## config.mk

```make
export PLATFORM = sky130hd
export DESIGN_NAME = voice_allocator
export DESIGN_NICKNAME = d
export VERILOG_FILES = /design/src/rtl/synth_midi_pkg.sv /design/src/rtl/voice_age_tracker.sv /design/src/rtl/voice_allocator.sv
export SDC_FILE = /design/constraint.sdc
export NUM_CORES = 1
export LEC_CHECK = 0
export ABC_CLOCK_PERIOD_IN_PS = 5990
export BUFFER_PORTS_ARGS = -buffer_cell sky130_fd_sc_hd__buf_2
export CORE_UTILIZATION = 25
export CTS_CLUSTER_DIAMETER = 100
export DETAILED_ROUTE_END_ITERATION = 10
export GPL_TIMING_DRIVEN = 0
export REMOVE_ABC_BUFFERS = 1
export SLEW_MARGIN = 10
export SYNTH_ARGS = -nofsm -noshare
export SYNTH_HDL_FRONTEND = slang
export SYNTH_SLANG_ARGS = --single-unit
```

## constraint.sdc

```tcl
create_clock -name clk -period 5.99 [get_ports clk]
set_input_delay 1.198 -clock clk [delete_from_list [all_inputs] [get_ports clk]]
set_output_delay 1.198 -clock clk [all_outputs]
set_load 0.03 [all_outputs]
```

## src/rtl/synth_midi_pkg.sv

```systemverilog
// ---------------------------------------------------------------------------
// synth_midi_pkg
// Shared MIDI constants and voice allocator encodings.
//   - MIDI status nibbles (upper half of the status byte)
//   - Control-change numbers the allocator reacts to
//   - Allocator FSM state and decoded-operation encodings
// ---------------------------------------------------------------------------
package synth_midi_pkg;

    localparam logic [3:0] MIDI_NOTE_OFF = 4'h8;
    localparam logic [3:0] MIDI_NOTE_ON  = 4'h9;
    localparam logic [3:0] MIDI_CC       = 4'hB;

    localparam logic [6:0] CC_SUSTAIN       = 7'd64;
    localparam logic [6:0] CC_ALL_SOUND_OFF = 7'd120;
    localparam logic [6:0] CC_ALL_NOTES_OFF = 7'd123;

    // Pedal is "down" for controller values 64..127.
    localparam logic [6:0] PEDAL_THRESHOLD = 7'd64;

    typedef enum logic [1:0] {
        ST_IDLE   = 2'd0,
        ST_SCAN   = 2'd1,
        ST_APPLY  = 2'd2,
        ST_RETRIG = 2'd3
    } alloc_state_t;

    // Operation latched at event acceptance; drives SCAN/APPLY behaviour.
    typedef enum logic [2:0] {
        OP_NONE     = 3'd0,
        OP_NOTE_ON  = 3'd1,
        OP_NOTE_OFF = 3'd2,
        OP_PEDAL    = 3'd3,
        OP_ALL_OFF  = 3'd4
    } alloc_op_t;

endpackage

```

## src/rtl/voice_age_tracker.sv

```systemverilog
// ---------------------------------------------------------------------------
// voice_age_tracker
// Holds one note-on age stamp per voice and a free-running stamp counter
// that advances once per note-on assignment. The age of a voice is the
// modular distance (counter - stamp), which stays correct across counter
// wrap as long as no voice is older than 2^AGE_BITS assignments.
// Ports:
//   clk, rst    main clock, asynchronous active-high reset
//   stamp_en    record the counter into stamp[stamp_idx] and advance it
//   stamp_idx   voice receiving the stamp
//   query_idx   voice whose age is reported on age
//   age         (counter - stamp[query_idx]) mod 2^AGE_BITS
// ---------------------------------------------------------------------------
module voice_age_tracker #(
    parameter int NUM_VOICES = 4,
    parameter int AGE_BITS   = 8,
    parameter int IDX_W      = $clog2(NUM_VOICES)
) (
    input  logic                clk,
    input  logic                rst,
    input  logic                stamp_en,
    input  logic [IDX_W-1:0]    stamp_idx,
    input  logic [IDX_W-1:0]    query_idx,
    output logic [AGE_BITS-1:0] age
);

    logic [AGE_BITS-1:0] counter;
    logic [AGE_BITS-1:0] stamps [NUM_VOICES];

    always_ff @(posedge clk or posedge rst) begin
        if (rst) begin
            counter <= '0;
            for (int i = 0; i < NUM_VOICES; i++) begin
                stamps[i] <= '0;
            end
        end else if (stamp_en) begin
            stamps[stamp_idx] <= counter;
            counter           <= counter + AGE_BITS'(1);
        end
    end

    assign age = counter - stamps[query_idx];

endmodule

```

## src/rtl/voice_allocator.sv

```systemverilog
// ---------------------------------------------------------------------------
// voice_allocator
// Assigns MIDI note events to a bank of NUM_VOICES voices. Note-on reuses a
// voice already playing the note, else takes the lowest free voice, else
// steals the oldest voice. Reused/stolen voices get a RETRIG_CYCLES low-gate
// gap so the envelope restarts. Also handles sustain pedal and all-off.
// Ports:
//   clk, rst       main clock, asynchronous active-high reset
//   event_valid    framed MIDI event present
//   event_ready    high only in IDLE
//   event_command  MIDI status byte (channel nibble ignored)
//   event_param1   note / controller number
//   event_param2   velocity / controller value
//   voice_gate     per-voice gate
//   voice_note     per-voice note, voice i at [7i+6:7i]
//   voice_update   one-cycle strobe when a voice note is (re)assigned
//   busy           FSM not in IDLE
// Handshake: an event transfers on a clk edge where event_valid and
// event_ready are both 1; event_ready is high only in IDLE, so events are
// strictly serialized and every accepted event is consumed.
// ---------------------------------------------------------------------------
module voice_allocator
    import synth_midi_pkg::*;
#(
    parameter int NUM_VOICES    = 4,
    parameter int AGE_BITS      = 8,
    parameter int RETRIG_CYCLES = 128
) (
    input  logic                    clk,
    input  logic                    rst,
    input  logic                    event_valid,
    output logic                    event_ready,
    input  logic [7:0]              event_command,
    input  logic [6:0]              event_param1,
    input  logic [6:0]              event_param2,
    output logic [NUM_VOICES-1:0]   voice_gate,
    output logic [7*NUM_VOICES-1:0] voice_note,
    output logic [NUM_VOICES-1:0]   voice_update,
    output logic                    busy
);

    localparam int IDX_W = $clog2(NUM_VOICES);
    localparam int CNT_W = $clog2(RETRIG_CYCLES + 1);
    localparam logic [IDX_W-1:0] LAST_IDX = IDX_W'(NUM_VOICES - 1);

    alloc_state_t state;
    alloc_op_t    op;
    alloc_op_t    op_dec;

    logic [6:0]            key;
    logic                  pedal_new;
    logic                  pedal;
    logic [IDX_W-1:0]      scan_idx;
    logic                  match_found, free_found;
    logic [IDX_W-1:0]      match_idx, free_idx, oldest_idx, target_idx;
    logic [AGE_BITS-1:0]   oldest_age;
    logic                  retrig_pending;
    logic [CNT_W-1:0]      retrig_cnt;
    logic [NUM_VOICES-1:0] gate, sustained, update;
    logic [6:0]            notes [NUM_VOICES];

    // Scan bookkeeping including the voice visited this cycle.
    logic                  match_found_n, free_found_n;
    logic [IDX_W-1:0]      match_idx_n, free_idx_n, oldest_idx_n;
    logic [AGE_BITS-1:0]   oldest_age_n;
    logic [IDX_W-1:0]      target_n;
    logic                  retrig_n;
    logic [AGE_BITS-1:0]   scan_age;
    logic                  stamp_en;

    voice_age_tracker #(
        .NUM_VOICES (NUM_VOICES),
        .AGE_BITS   (AGE_BITS),
        .IDX_W      (IDX_W)
    ) u_age (
        .clk       (clk),
        .rst       (rst),
        .stamp_en  (stamp_en),
        .stamp_idx (target_n),
        .query_idx (scan_idx),
        .age       (scan_age)
    );

    // Event decode; casez on the whole status byte makes the channel a don't-care.
    always_comb begin
        op_dec = OP_NONE;
        casez (event_command)
            {MIDI_NOTE_ON, 4'b????}:
                op_dec = (event_param2 == 7'd0) ? OP_NOTE_OFF : OP_NOTE_ON;
            {MIDI_NOTE_OFF, 4'b????}:
                op_dec = OP_NOTE_OFF;
            {MIDI_CC, 4'b????}: begin
                if (event_param1 == CC_SUSTAIN)
                    op_dec = OP_PEDAL;
                else if (event_param1 == CC_ALL_SOUND_OFF || event_param1 == CC_ALL_NOTES_OFF)
                    op_dec = OP_ALL_OFF;
            end
            default: op_dec = OP_NONE;
        endcase
    end

    always_comb begin
        match_found_n = match_found;
        match_idx_n   = match_idx;
        free_found_n  = free_found;
        free_idx_n    = free_idx;
        oldest_idx_n  = oldest_idx;
        oldest_age_n  = oldest_age;
        if (!match_found && gate[scan_idx] && notes[scan_idx] == key) begin
            match_found_n = 1'b1;
            match_idx_n   = scan_idx;
        end
        if (!free_found && !gate[scan_idx] && !sustained[scan_idx]) begin
            free_found_n = 1'b1;
            free_idx_n   = scan_idx;
        end
        // Strict '>' keeps the lowest index on equal ages.
        if (scan_idx == '0 || scan_age > oldest_age) begin
            oldest_idx_n = scan_idx;
            oldest_age_n = scan_age;
        end
        if (match_found_n) begin
            target_n = match_idx_n;
            retrig_n = 1'b1;
        end else if (free_found_n) begin
            target_n = free_idx_n;
            retrig_n = 1'b0;
        end else begin
            target_n = oldest_idx_n;
            retrig_n = 1'b1;
        end
    end

    // Stamp lands on the same edge the target is chosen.
    assign stamp_en = (state == ST_SCAN) && (scan_idx == LAST_IDX) && (op == OP_NOTE_ON);

    always_ff @(posedge clk or posedge rst) begin
        if (rst) begin
            state          <= ST_IDLE;
            op             <= OP_NONE;
            key            <= '0;
            pedal_new      <= 1'b0;
            pedal          <= 1'b0;
            scan_idx       <= '0;
            match_found    <= 1'b0;
            free_found     <= 1'b0;
            match_idx      <= '0;
            free_idx       <= '0;
            oldest_idx     <= '0;
            oldest_age     <= '0;
            target_idx     <= '0;
            retrig_pending <= 1'b0;
            retrig_cnt     <= '0;
            gate           <= '0;
            sustained      <= '0;
            update         <= '0;
            for (int i = 0; i < NUM_VOICES; i++) begin
                notes[i] <= '0;
            end
        end else begin
            update <= '0;
            case (state)
                ST_IDLE: begin
                    if (event_valid) begin
                        op          <= op_dec;
                        key         <= event_param1;
                        pedal_new   <= (event_param2 >= PEDAL_THRESHOLD);
                        scan_idx    <= '0;
                        match_found <= 1'b0;
                        free_found  <= 1'b0;
                        case (op_dec)
                            OP_NOTE_ON, OP_NOTE_OFF: state <= ST_SCAN;
                            OP_PEDAL, OP_ALL_OFF:    state <= ST_APPLY;
                            default:                 state <= ST_IDLE;
                        endcase
                    end
                end
                ST_SCAN: begin
                    match_found <= match_found_n;
                    match_idx   <= match_idx_n;
                    free_found  <= free_found_n;
                    free_idx    <= free_idx_n;
                    oldest_idx  <= oldest_idx_n;
                    oldest_age  <= oldest_age_n;
                    if (scan_idx == LAST_IDX) begin
                        state          <= ST_APPLY;
                        target_idx     <= target_n;
                        retrig_pending <= retrig_n;
                        // Note and strobe change together so the strobe
                        // always loads the new frequency.
                        if (op == OP_NOTE_ON) begin
                            notes[target_n]  <= key;
                            update[target_n] <= 1'b1;
                        end
                    end else begin
                        scan_idx <= scan_idx + IDX_W'(1);
                    end
                end
                ST_APPLY: begin
                    state <= ST_IDLE;
                    case (op)
                        OP_NOTE_ON: begin
                            sustained[target_idx] <= 1'b0;
                            if (retrig_pending) begin
                                gate[target_idx] <= 1'b0;
                                retrig_cnt       <= CNT_W'(RETRIG_CYCLES - 1);
                                state            <= ST_RETRIG;
                            end else begin
                                gate[target_idx] <= 1'b1;
                            end
                        end
                        OP_NOTE_OFF: begin
                            for (int i = 0; i < NUM_VOICES; i++) begin
                                if (gate[i] && notes[i] == key) begin
                                    if (pedal) sustained[i] <= 1'b1;
                                    else       gate[i]      <= 1'b0;
                                end
                            end
                        end
                        OP_PEDAL: begin
                            pedal <= pedal_new;
                            if (pedal && !pedal_new) begin
                                gate      <= gate & ~sustained;
                                sustained <= '0;
                            end
                        end
                        OP_ALL_OFF: begin
                            gate      <= '0;
                            sustained <= '0;
                        end
                        default: ;
                    endcase
                end
                ST_RETRIG: begin
                    if (retrig_cnt == '0) begin
                        gate[target_idx] <= 1'b1;
                        state            <= ST_IDLE;
                    end else begin
                        retrig_cnt <= retrig_cnt - CNT_W'(1);
                    end
                end
                default: state <= ST_IDLE;
            endcase
        end
    end

    for (genvar g = 0; g < NUM_VOICES; g++) begin : g_note
        assign voice_note[7*g +: 7] = notes[g];
    end

    assign voice_gate   = gate;
    assign voice_update = update;
    assign event_ready  = (state == ST_IDLE);
    assign busy         = (state != ST_IDLE);

endmodule
```

# After elaboration in Yosys (flattened, before gate mapping)
# Index checks and enable logic that the tools add are counted.
# word_totals
mem_count,0
rom_bits,0
latch_bits,0
ff_bits,123
mem_bits_rw,0
elab_cells,216
# classes
bitwise_logic,8
magnitude_cmp,10
div,0
eq_ne,43
reduce_logical,48
multipliers,0
n_addsub,4
n_shift,0
muxes,70
# ops
cell,n
$mux 8,6
$eq 7x7->1,5
$bwmux 32,1
$pmux 4 s4,2
$bwmux 28,1
$mux 4,7
$mux 2,13
$ne 2x2->1 const B,12
$reduce_and 6->1,4
$eq 7x7->1 const B,3
$mux 7,3
$reduce_and 5->1,4
$mux 1,19
$ne 3x3->1 const B,6
$bmux 8 s2,1
$demux 8 s2,1
$pmux 8 s2,1
$bmux 7 s2,1
$demux 7 s2,1
$logic_and 1x1->1,14
$and 4x4->4,3
$eq 3x2->1 const B,4
$eq 4x4->1 const B,3
$reduce_and 2->1,5
37 further kinds,63

# Depth between registers and ports, before layout
# logic_depth
depth_word,17
mapped_depth,24

# Modules after synthesis
# Synthesis repeated with hierarchy kept, for this count alone.
# hier_totals
cells_unflattened,588
area_unflattened_um2,6796.5
# modules_own_cells
mod,cells_per_inst,n_inst,area_per_inst_um2
voice_allocator,432,1,4705.8
voice_age_tracker,156,1,2090.8

# Least setup slack after synthesis
# Ideal clock, no wire load.
# synth_timing
kind,flip-flop to flip-flop
from,register scan_idx[0]
to,register u_age.stamps[10] in the netlist's numbering
synth_period_minus_slack_ps,5391
path_slack_ps,599
setup_ps,125
arrival_ps,5266
stages_incl_launch_ff,23
path_buffers,3
path_cell_list,dfrtp_1 -> buf_4 -> buf_1 -> mux4_2 -> ha_1 -> fa_1 -> nor2b_1 -> o21ai_0 -> nand2b_1 -> a21oi_1 -> nor2_1 -> nor2_1 -> xnor2_1 -> ha_1 -> nand4_1 -> nor2_1 -> a21oi_1 -> nor3_1 -> mux2i_1 -> a31oi_4 -> nor3b_2 -> buf_4 -> mux2_2
# synth_between
elab_chain_cells,16
elab_cells_between_ends,39
cone_classes,add/sub: 1; order compare: 3; eq/ne: 2; mux: 20; bitwise: 2; reduce/logical: 11
# synth_rtl
item,line,text
from (decl),voice_allocator.sv:53,logic [IDX_W-1:0] scan_idx;
from (signal assigned),voice_allocator.sv:196,scan_idx <= scan_idx + IDX_W'(1);
$not 2->3 (implied by the code) (*),voice_age_tracker.sv:42,assign age = counter - stamps[query_idx];
$bmux 8 s2 (*),voice_age_tracker.sv:42,
$mux 8 (implied by the code) (*) (2 in a row),voice_age_tracker.sv:42,
$sub 8x8->8 (*),voice_age_tracker.sv:42,
named net scan_age[6],voice_allocator.sv:68,logic [AGE_BITS-1:0] scan_age;
$gt 8x8->1 (*),voice_allocator.sv:118,if (scan_idx == '0 || scan_age > oldest_age) begin
$logic_or 1x1->1 (*),voice_allocator.sv:118,
$mux 2 (*),voice_allocator.sv:118,
$mux 2 (*),voice_allocator.sv:125,end else if (free_found_n) begin
$mux 2 (*),voice_allocator.sv:122,if (match_found_n) begin
$not 2->3 (implied by the code) (*),voice_age_tracker.sv:37,stamps[stamp_idx] <= counter;
$ge 3x3->1 (implied by the code) or $lt 3x1->1 (tied branches),voice_age_tracker.sv:37,
$logic_and 1x1->1 (implied by the code),voice_age_tracker.sv:37,
$mux 8 (implied by the code),voice_age_tracker.sv:37,
$demux 8 s2 (*),voice_age_tracker.sv:37,
$bwmux 32 (*),voice_age_tracker.sv:37,
"to (signal, indexed assignment)",voice_age_tracker.sv:37,
to (decl),voice_age_tracker.sv:28,logic [AGE_BITS-1:0] stamps [NUM_VOICES];
# The timed path passes the listed nets; every way through them passes the cells marked *. The select of a mux whose other input is x is not followed.
# A chain may end at the register's enable or synchronous reset.

# Final worst setup path
# layout_timing
from,register scan_idx[0]
to,register notes (netlist bit voice_note[5])
# layout_between
elab_chain_cells,16
elab_cells_between_ends,38
cone_classes,add/sub: 1; order compare: 3; eq/ne: 2; mux: 20; bitwise: 2; reduce/logical: 10
# layout_rtl
item,line,text
$not 2->3 (implied by the code) (*),voice_age_tracker.sv:42,
$bmux 8 s2 (*),voice_age_tracker.sv:42,
$mux 8 (implied by the code) (*) (2 in a row),voice_age_tracker.sv:42,
$sub 8x8->8 (*),voice_age_tracker.sv:42,
named net scan_age[7],voice_allocator.sv:68,
$gt 8x8->1 (*),voice_allocator.sv:118,
$logic_or 1x1->1 (*),voice_allocator.sv:118,
$mux 2 (*),voice_allocator.sv:118,
$mux 2 (*),voice_allocator.sv:125,
$mux 2 (*),voice_allocator.sv:122,
$not 2->3 (implied by the code) (*),voice_allocator.sv:192,notes[target_n] <= key;
$ge 3x3->1 (implied by the code) or $lt 3x1->1 (tied branches),voice_allocator.sv:192,
$logic_and 1x1->1 (implied by the code),voice_allocator.sv:192,
$mux 7 (implied by the code),voice_allocator.sv:192,
$demux 7 s2 (*),voice_allocator.sv:192,
$bwmux 28 (*),voice_allocator.sv:192,
"to (signal, indexed assignment)",voice_allocator.sv:192,
to (decl),voice_allocator.sv:60,logic [6:0] notes [NUM_VOICES];
# Marks and branches as above.

==> impl_metrics.csv <==
group,metric,value,unit
routing,wl_per_cell,15.4,µm
status,status,"complete, no violations",
grt,grt_max_degree,68,
die,die-area,27400,µm²
power_and_ir_drop,p_leak,3.72,nW
timing,hold_ws,0.487,ns
yosys,synth_seq_area_share,0.461,
clock_network,clockRootBuffer,"clkbuf_16",
yosys,yosysMostFrequentCell,"dfrtp_1",
die,core,26100,µm²
routing,ant_nets,0,
setup_path,crit_type,"reg -> reg",
yosys,yosys-top-cells-area,"dfrtp_1 (46%), mux2_2 (9.6%), mux4_2 (5.7%), xnor2_1 (5.5%), ha_1 (3.9%)",
yosys,synthAdderAreaFrac,0.0424,
setup_path,worstPathMaxFanout,23,
yosys,synth_xor_area_frac,0.0709,
yosys,synth_top_family_by_area,"multiplexers",
power_and_ir_drop,power-per-cell-area,380,nW/µm²
final_layout,multi_input_area,3370,µm²
timing,rsz0062_at_grt,"no",
place,post-place-cells,957,
timing,max_slew_margin,0.521,
timing,fin_skew,0.0108,ns
die,start_util,0.255,
yosys,ys_ff_latch,123,
timing,slew_violations,0,
final_layout,fin_nets,689,
setup_path,worstSetupStartpointType,"flop",
routing,vias,4644,
place,dp_slack,-0.345,ns
grt,grt_pass1_wl,25.3,mm
die,row_count,59,
clock_network,clkSinkCount,123,
routing,wl,15.2,mm
setup_path,required,6.29,ns
die,die_h,165,µm
yosys,yosys.area_share.simple,0.112,
timing,tns,0,ns
die,pin_count,63,
grt,grt_util_all_layers,0.121,
yosys,synthArstFlopShare,1.00,
timing,setup_viol,0,
place,portBuffers,58,
timing,fmax,183,MHz
yosys,synthFlopType,"dfrtp_1",
clock_network,cts.path.max_buffers,2,
setup_path,end_kind,"flop",
place,place_area,7340,µm²
final_layout,antenna-diode-count,0,
yosys,syn_area,6670,µm²
yosys,synth_top_area_cell,"dfrtp_1",
final_layout,finalNonFillerCells,990,
timing,tightestPinTransition,0.718,ns
routing,drc,0,
place,gp_congestion,0.815,
clock_network,cts_tree,"done",
die,die_w,165,µm
clock_network,cts_buffers,17,
final_layout,regArea,3080,µm²
hold_path,hp-class,"reg -> reg",
flow_run,maxCapViolations,0,
timing,period_share,0.914,
yosys,synthDistinctLibCells,58,
yosys,synth_compound_area_frac,0.0892,
routing,vias_per_cell,4.69,
setup_path,crit_arrival,5.78,ns
clock_network,htree_levels,4,
yosys,muxShareOfSynthArea,0.187,
clock_network,holdBufCountCts,0,
final_layout,finish.utilization,0.306,
grt,grt_overflow_total,0,
routing,drtPass1Iterations,4,
final_layout,drive_gt1_frac,0.289,
yosys,synth_enable_flop_cells,0,
yosys,synthCells,587,
grt,grt_antenna_before_repair,0,
power_and_ir_drop,ir_drop,0.205,mV
power_and_ir_drop,design_power_total,3.04,mW
yosys,synth_commonest_cells,"dfrtp_1 (123), mux2_2 (57), nand2_1 (53)",
place,hpwl,10.7,mm
final_layout,fillers,2734,
yosys,synth_top_area_frac,0.461,
clock_network,clk-insertion-delay-late,0.42,ns
clock_network,clk_pin_slew_worst_paths,0.06,ns
final_layout,final_area,7990,µm²
routing,drt_iter0_drc,204,
timing,layout_min_cycle_time,5.47,ns
yosys,ys.warnings.count,0,
timing,hold_viol_final,0,
yosys,syn_area_per_cell,11.4,µm²
grt,grt_pass1_vias,4648,
timing,layout_setup_ws,0.516,ns
final_layout,area_growth,19.7,%
## critical path, stage by stage (launching register included)
cell	delay (ns)
dfrtp_4	0.72
mux4_2	0.61
inv_1	0.08
ha_1	0.21
nor2b_1	0.12
o21ai_0	0.15
nand2b_1	0.11
a31oi_1	0.26
o21bai_1	0.09
a21oi_1	0.17
xnor2_1	0.11
ha_1	0.34
nand4_1	0.13
nor2_1	0.18
a21oi_1	0.08
nor3_1	0.43
o31ai_1	0.15
a22oi_2	0.40
nand3_2	0.52
mux2_2	0.47
## layout by cell type, fill, tap and decap left out, types with 4 or more instances in the layout
cell,synthesis,routed
bufinv_16,0,4
ha_1,21,21
xor2_1,12,12
nor2_1,28,28
o21ai_0,27,27
o211ai_1,5,5
inv_6,0,6
nand2b_1,5,5
a21o_1,5,5
a21oi_1,22,22
mux4_2,17,17
buf_2,3,58
mux2_4,9,9
o31ai_1,8,8
mux2_2,57,57
dfrtp_1,123,121
clkbuf_16,0,17
nor2b_1,8,8
xnor2_1,42,42
inv_1,34,33
nand4_1,11,11
a22o_1,4,4
mux2_1,6,6
nand2_1,53,53
nor3_1,7,7
nand3_1,11,10
## worst paths after layout
kind | cells after the start | from | slack (ns) | end
setup / recovery | 19 | scan_idx[0] | 0.52 | voice_note[5]
hold / removal | 2 | oldest_age[1] | 0.49 | oldest_age[1]
setup reg to reg | 19 | scan_idx[0] | 0.52 | voice_note[5]
hold reg to reg | 2 | oldest_age[1] | 0.49 | oldest_age[1]
max in group asynchronous | 3 | rst | 4.37 | scan_idx[0]
min in group asynchronous | 2 | rst | 0.87 | u_age.stamps[31]
## per-layer routing
metal  share of wire  up-vias  wire, µm  global-route usage
met1            0.48     2344      7280               0.162
met4           0.017        0       258              0.0455
met3           0.033       16       506              0.0272
li1                -     2196         -                   -
met2            0.47       88      7180               0.190
met5               0        -         0                   0
## cell type report
| type | count | area share |
|---|---|---|
| inverter | 34 | 0.0166 |
| multi-input combinational | 404 | 0.422 |
| timing repair buffer | 62 | 0.0440 |
| clock inverter | 15 | 0.0263 |
| tap | 335 | 0.0525 |
| sequential | 123 | 0.386 |
| clock buffer | 17 | 0.0532 |
## registers in the layout, summed over array words and instances (netlist names), named ones only
name / cells
free_found: 1
free_idx: 2
key: 7
match_found: 1
match_idx: 2
oldest_age: 8
oldest_idx: 2
op: 3
pedal: 1
pedal_new: 1
retrig_cnt: 8
retrig_pending: 1
scan_idx: 2
state: 2
sustained: 4
target_idx: 2
u_age.counter: 8
u_age.stamps: 32
voice_note: 28
voice_update: 4
## report_power, final
part	internal, mW	leakage (nW)	switching, mW	total, mW
clock network	0.703	0.305	0.402	1.11
registers	0.935	1.68	0.261	1.20
logic	0.336	1.74	0.400	0.736
total	1.97	3.72	1.06	3.04
## logic make-up (layout without fill, tap and decap cells)
group | Yosys count | after routing
flops | 123 | 123
fa+ha+maj | 22 | 22
xor+xnor | 54 | 54
buf+inv | 60 | 128
mux | 91 | 91
simple gates | 146 | 146
compound gates | 91 | 91
## repair_timing
action,4_1_cts,5_1_grt
gates cloned,0,0
endpoints found under the setup margin,37,55
hold endpoints to repair,0,0
gates resized for setup,3,2
setup buffers,0,1
Power figures use the tool's default switching activity.
